$ cat src/rtl/aes_key_schedule_pkg.sv
`default_nettype none
// ============================================================================
// Module      : aes_key_schedule_pkg
// Description : Shared FSM encoding, AES-128 constants, S-box table and xtime
// Revision    : 1.0 - initial release
// ============================================================================
package aes_key_schedule_pkg;

  typedef enum logic [1:0] {
    ST_IDLE = 2'd0,
    ST_SUB  = 2'd1,
    ST_MIX  = 2'd2
  } state_t;

  localparam logic [7:0] RCON_INIT = 8'h01;
  localparam logic [7:0] RED_POLY  = 8'h1B;
  localparam logic [3:0] NROUNDS   = 4'd10;

  // Forward AES S-box; element 0 is the most significant byte of the literal
  localparam logic [0:255][7:0] SBOX = {
    128'h637c777bf26b6fc53001672bfed7ab76,
    128'hca82c97dfa5947f0add4a2af9ca472c0,
    128'hb7fd9326363ff7cc34a5e5f171d83115,
    128'h04c723c31896059a071280e2eb27b275,
    128'h09832c1a1b6e5aa0523bd6b329e32f84,
    128'h53d100ed20fcb15b6acbbe394a4c58cf,
    128'hd0efaafb434d338545f9027f503c9fa8,
    128'h51a3408f929d38f5bcb6da2110fff3d2,
    128'hcd0c13ec5f974417c4a77e3d645d1973,
    128'h60814fdc222a908846eeb814de5e0bdb,
    128'he0323a0a4906245cc2d3ac629195e479,
    128'he7c8376d8dd54ea96c56f4ea657aae08,
    128'hba78252e1ca6b4c6e8dd741f4bbd8b8a,
    128'h703eb5664803f60e613557b986c11d9e,
    128'he1f8981169d98e949b1e87e9ce5528df,
    128'h8ca1890dbfe6426841992d0fb054bb16
  };

  // Multiply by x in GF(2^8), used to step the round constant
  function automatic logic [7:0] xtime(input logic [7:0] b);
    return {b[6:0], 1'b0} ^ (b[7] ? RED_POLY : 8'h00);
  endfunction

endpackage
`default_nettype wire

$ cat src/rtl/aes_key_schedule_s4.sv
`default_nettype none
// ============================================================================
// Module      : aes_key_schedule_s4
// Description : Registered 4-byte S-box substitution stage
// Revision    : 1.0 - initial release
// ============================================================================
module aes_key_schedule_s4
  import aes_key_schedule_pkg::*;
(
  input  logic        clk,
  input  logic        rst,
  input  logic        i_en,
  input  logic [31:0] i_word,
  output logic [31:0] o_word
);

  logic [31:0] r_word;

  // Substitute all four bytes and capture them when enabled
  always_ff @(posedge clk or posedge rst) begin
    if (rst) begin
      r_word <= 32'h0;
    end else if (i_en) begin
      r_word <= {SBOX[i_word[31:24]], SBOX[i_word[23:16]],
                 SBOX[i_word[15:8]],  SBOX[i_word[7:0]]};
    end
  end

  assign o_word = r_word;

endmodule
`default_nettype wire

$ cat src/rtl/aes_key_schedule.sv
`default_nettype none
// ============================================================================
// Module      : aes_key_schedule
// Description : AES-128 round-key generator, one round key per two enabled
//               cycles (SUB: S-box of RotWord, MIX: XOR chain)
// Revision    : 1.0 - initial release
// ============================================================================
module aes_key_schedule
  import aes_key_schedule_pkg::*;
(
  input  logic         clk,
  input  logic         rst,
  input  logic         i_en,
  input  logic         i_start,
  input  logic [127:0] i_key_in,
  output logic [127:0] o_key_out,
  output logic [3:0]   o_round_idx,
  output logic         o_key_valid,
  output logic         o_busy,
  output logic         o_done
);

  state_t       r_state;
  state_t       w_next_state;
  logic [127:0] r_key;
  logic [3:0]   r_round;
  logic [7:0]   r_rcon;
  logic         r_valid;
  logic         r_busy;
  logic         r_done;

  logic         w_sub_en;
  logic         w_accept;
  logic [31:0]  w_rot;
  logic [31:0]  w_sub;
  logic [31:0]  w_w0;
  logic [31:0]  w_w1;
  logic [31:0]  w_w2;
  logic [31:0]  w_w3;
  logic [3:0]   w_round_nxt;

  // A start seen while done is still presented belongs to the finishing
  // schedule and is dropped; the next enabled cycle may start again.
  assign w_accept    = i_en && (r_state == ST_IDLE) && i_start && !r_done;
  assign w_sub_en    = i_en && (r_state == ST_SUB);
  assign w_rot       = {r_key[23:0], r_key[31:24]};
  assign w_round_nxt = r_round + 4'd1;

  assign w_w0 = r_key[127:96] ^ w_sub ^ {r_rcon, 24'h0};
  assign w_w1 = r_key[95:64]  ^ w_w0;
  assign w_w2 = r_key[63:32]  ^ w_w1;
  assign w_w3 = r_key[31:0]   ^ w_w2;

  aes_key_schedule_s4 u_s4 (
    .clk    (clk),
    .rst    (rst),
    .i_en   (w_sub_en),
    .i_word (w_rot),
    .o_word (w_sub)
  );

  // State register
  always_ff @(posedge clk or posedge rst) begin
    if (rst) begin
      r_state <= ST_IDLE;
    end else begin
      r_state <= w_next_state;
    end
  end

  // Next-state decode; nothing moves while en is low
  always_comb begin
    w_next_state = r_state;
    if (i_en) begin
      case (r_state)
        ST_IDLE: if (w_accept) w_next_state = ST_SUB;
        ST_SUB:  w_next_state = ST_MIX;
        ST_MIX:  w_next_state = (w_round_nxt == NROUNDS) ? ST_IDLE : ST_SUB;
        default: w_next_state = ST_IDLE;
      endcase
    end
  end

  // Round key, index, round constant and status flags
  always_ff @(posedge clk or posedge rst) begin
    if (rst) begin
      r_key   <= 128'h0;
      r_round <= 4'd0;
      r_rcon  <= RCON_INIT;
      r_valid <= 1'b0;
      r_busy  <= 1'b0;
      r_done  <= 1'b0;
    end else if (i_en) begin
      case (r_state)
        ST_IDLE: begin
          r_done <= 1'b0;
          if (w_accept) begin
            r_key   <= i_key_in;
            r_round <= 4'd0;
            r_rcon  <= RCON_INIT;
            r_valid <= 1'b1;
            r_busy  <= 1'b1;
          end else begin
            r_valid <= 1'b0;
            r_busy  <= 1'b0;
          end
        end
        ST_SUB: begin
          r_valid <= 1'b0;
        end
        ST_MIX: begin
          r_key   <= {w_w0, w_w1, w_w2, w_w3};
          r_round <= w_round_nxt;
          r_rcon  <= xtime(r_rcon);
          r_valid <= 1'b1;
          r_done  <= (w_round_nxt == NROUNDS);
        end
        default: begin
          r_valid <= 1'b0;
          r_done  <= 1'b0;
        end
      endcase
    end
  end

  assign o_key_out   = r_key;
  assign o_round_idx = r_round;
  assign o_key_valid = r_valid;
  assign o_busy      = r_busy;
  assign o_done      = r_done;

endmodule
`default_nettype wire
$ cat config.mk
export PLATFORM = sky130hd
export DESIGN_NAME = aes_key_schedule
export DESIGN_NICKNAME = d
export VERILOG_FILES = /design/src/rtl/aes_key_schedule_pkg.sv /design/src/rtl/aes_key_schedule_s4.sv /design/src/rtl/aes_key_schedule.sv
export SDC_FILE = /design/constraint.sdc
export NUM_CORES = 1
export LEC_CHECK = 0
export ABC_AREA = 1
export BUFFER_PORTS_ARGS = -buffer_cell sky130_fd_sc_hd__clkbuf_2
export CAP_MARGIN = 20
export CELL_PAD_IN_SITES_DETAIL_PLACEMENT = 1
export CELL_PAD_IN_SITES_GLOBAL_PLACEMENT = 1
export CORE_MARGIN = 2
export CORE_UTILIZATION = 44
export DETAILED_ROUTE_END_ITERATION = 8
export PLACE_DENSITY_LB_ADDON = 0.1
export RECOVER_POWER = 100
export SLEW_MARGIN = 5
export SYNTH_ARGS = -nofsm -noshare
export SYNTH_HDL_FRONTEND = slang
export SYNTH_SLANG_ARGS = --single-unit
export TNS_END_PERCENT = 100
$ cat constraint.sdc
create_clock -name clk -period 12.75 [get_ports clk]
set_input_delay 2.55 -clock clk [delete_from_list [all_inputs] [get_ports clk]]
set_output_delay 2.55 -clock clk [all_outputs]
set_load 0.01 [all_outputs]
==> metrics.txt <==
Num CTS Buffers=17; CP Launch Type=primary input; Placed Instance Area=about 22000 um2; DIE AREA=47900 um2; vias in the first global route=28100; fmax=0.136 GHz; Buffers on Ports=266; first-pass GRT wire length=between 150000 and 200000 um; CP Class=primary input to flop; CP max FO=a little under 90; Reg2Reg Setup Slack=around 5800 ps; starting density of the core=0.447; Worst EP arrival=7720 ps; final slew viol count=624; Max-Cap Viols=10; post-route setup TNS=0 ps; Yosys cell types=34; GRT Residual Overflow=0; min cycle time layout=7330 ps; DR pass1 iterations=6; Relative slew margins=-3.02; Sink Count=177; Worst Hold Class=flop to flop; Skew-Pair Late Insertion Delay=~510 ps; status=finished, violations left; post-CTS setup buffers=0; CTS Hold Bufs=0; mapped cell area=20300 um2; CTS resizes=0; Routed Antenna Nets=0; largest net degree at the start of global routing=131; DRC=0; CTS tree=built; Routed WL=112000 um; std cell rows=78; antenna violations before repair=7; nets=around 3900; area growth from synthesis to layout=8.92%; CTS root buf=clkbuf_16; Max H-tree Level=4; yosys synthesis warning count=0; Die Span X=219 um; clock-pin slew on the worst setup and hold paths=80 ps; Worst Skew=13.1 ps; final core occ=0.487; register area share after synthesis=0.218; Crit. End Element=flop; endpoints failing hold=0; share of post-route cells with drive strength above 1=0.0679; Mapped Nets=roughly 3800; Core ar.=approximately 45000 um2; global placement routability congestion=1.06; worst endpoint required time=approximately 13000 ps; post-DR wirelength/cell=26.2 um; post-detail-place hpwl=79700 um; post-route cell area=about 22000 um2; count of final setup violators=0; CTS Buffer Depth=2; fill cell count=6660; synthesized flop and latch total=177; global-route usage over all layers=0.462; Initial DRC Count=3731; Ports=about 270; Via Count=27900; Vias/cell=roughly 6.5; Avg Cell Area, Syn=5.69 um2; worst slew pin tran=6000 ps; fin crit share=0.575; Cells after Synth=between 3000 and 4000; Die Height=219 um; failing checks=max-capacitance violations, max-slew violations; RSZ-0062 raised after global routing=false
## layout by cell type, fill, tap and decap left out, drive strengths merged
cell type,synthesis,layout
a31oi,2,2
clkbuf,86,300
o311ai,1,1
buf,147,30
dfrtp,176,176
inv,195,197
a22oi,1,1
nand2,1340,1340
nor2,205,205
or2,14,14
diode,0,5
ha,62,62
clkinv,7,11
o31ai,1,1
o21ai,266,266
nand3b,5,5
a21boi,1,1
a21oi,89,89
nor3b,1,1
nand4,28,28
nand3,721,721
bufinv,0,4
o22ai,41,41
nor3,5,5
xnor2,34,34
o211ai,85,85
clkinvlp,0,4
xor2,57,57
dfstp,1,1
## flip-flops by register name (all words and copies together) (netlist names)
name / count
r_state: 2
o_key_valid: 1
o_done: 1
u_s4.o_word: 32
o_key_out: 128
o_busy: 1
r_rcon: 8
o_round_idx: 4
## per-stage QoR
step,setup WS (ps),hold slack [ps],std cells
floorplan,5400,469,3571
global placement,7810,484,4250
detailed placement,7590,486,4250
CTS,8050,512,4282
global route,5000,540,4286
finish,5420,511,4287
## area by class of cell
cell class                      count  area (um2)  area share
Sequential cell                   177        4440       0.200
Timing Repair Buffer              312        1460      0.0660
Clock buffer                       18         439      0.0198
Antenna cell                        5        12.5    0.000565
Tap cell                          600         751      0.0339
Multi-Input combinational cell   2959       14100       0.636
Inverter                          202         761      0.0344
Clock inverter                     14         200     0.00904
## critical path, cell delays in order
cell,delay [ps]
clkbuf_1,150
inv_1,130
nor2_1,240
inv_1,280
nand2_4,120
clkbuf_1,2710
buf_4,900
o21ai_0,340
nand2_1,160
nand2_1,60
## cells by family after synthesis
kind of cell,share of synthesized area
simple gates,0.482
flops,0.218
xor+xnor,0.0392
fa+ha+maj,0.0382
compound gates,0.134
buf+inv,0.0892
## routing by layer
metal	routed length, um	GRT usage
met5	27	0
met1	41300	0.554
met4	8630	0.320
met2	49800	0.717
met3	12400	0.130
## cell usage after synthesis, drive strengths merged
cell / count / area [um2]
nand4: 28 / 175
a22oi: 1 / 7.51
clkbuf: 86 / 323
o31ai: 1 / 7.51
inv: 195 / 732
nor3b: 1 / 7.51
nor2: 205 / 805
nor3: 5 / 25.0
or2: 14 / 87.6
o22ai: 41 / 257
buf: 147 / 733
o311ai: 1 / 8.76
xnor2: 34 / 298
a21oi: 89 / 445
a21boi: 1 / 7.51
nand3: 721 / 3610
ha: 62 / 776
clkinv: 7 / 26.3
nand3b: 5 / 37.5
a31oi: 2 / 12.5
xor2: 57 / 499
nand2: 1340 / 5050
dfrtp: 176 / 4400
o21ai: 266 / 1330
o211ai: 85 / 638
dfstp: 1 / 26.3
## final timing paths
path	end	cells after the start	start
hold reg to reg	u_s4.o_word[22]	2	u_s4.o_word[22]
min in group asynchronous	o_key_out[5]	2	rst
setup reg to reg	o_key_out[11]	12	r_state[0]
max in group asynchronous	o_key_out[28]	2	rst
hold / removal	u_s4.o_word[22]	2	u_s4.o_word[22]
setup / recovery	o_key_out[11]	10	i_en
Power is left out: the tool's default activity adds up to more than one toggle a clock period on the data nets, which glitch-free logic cannot reach.
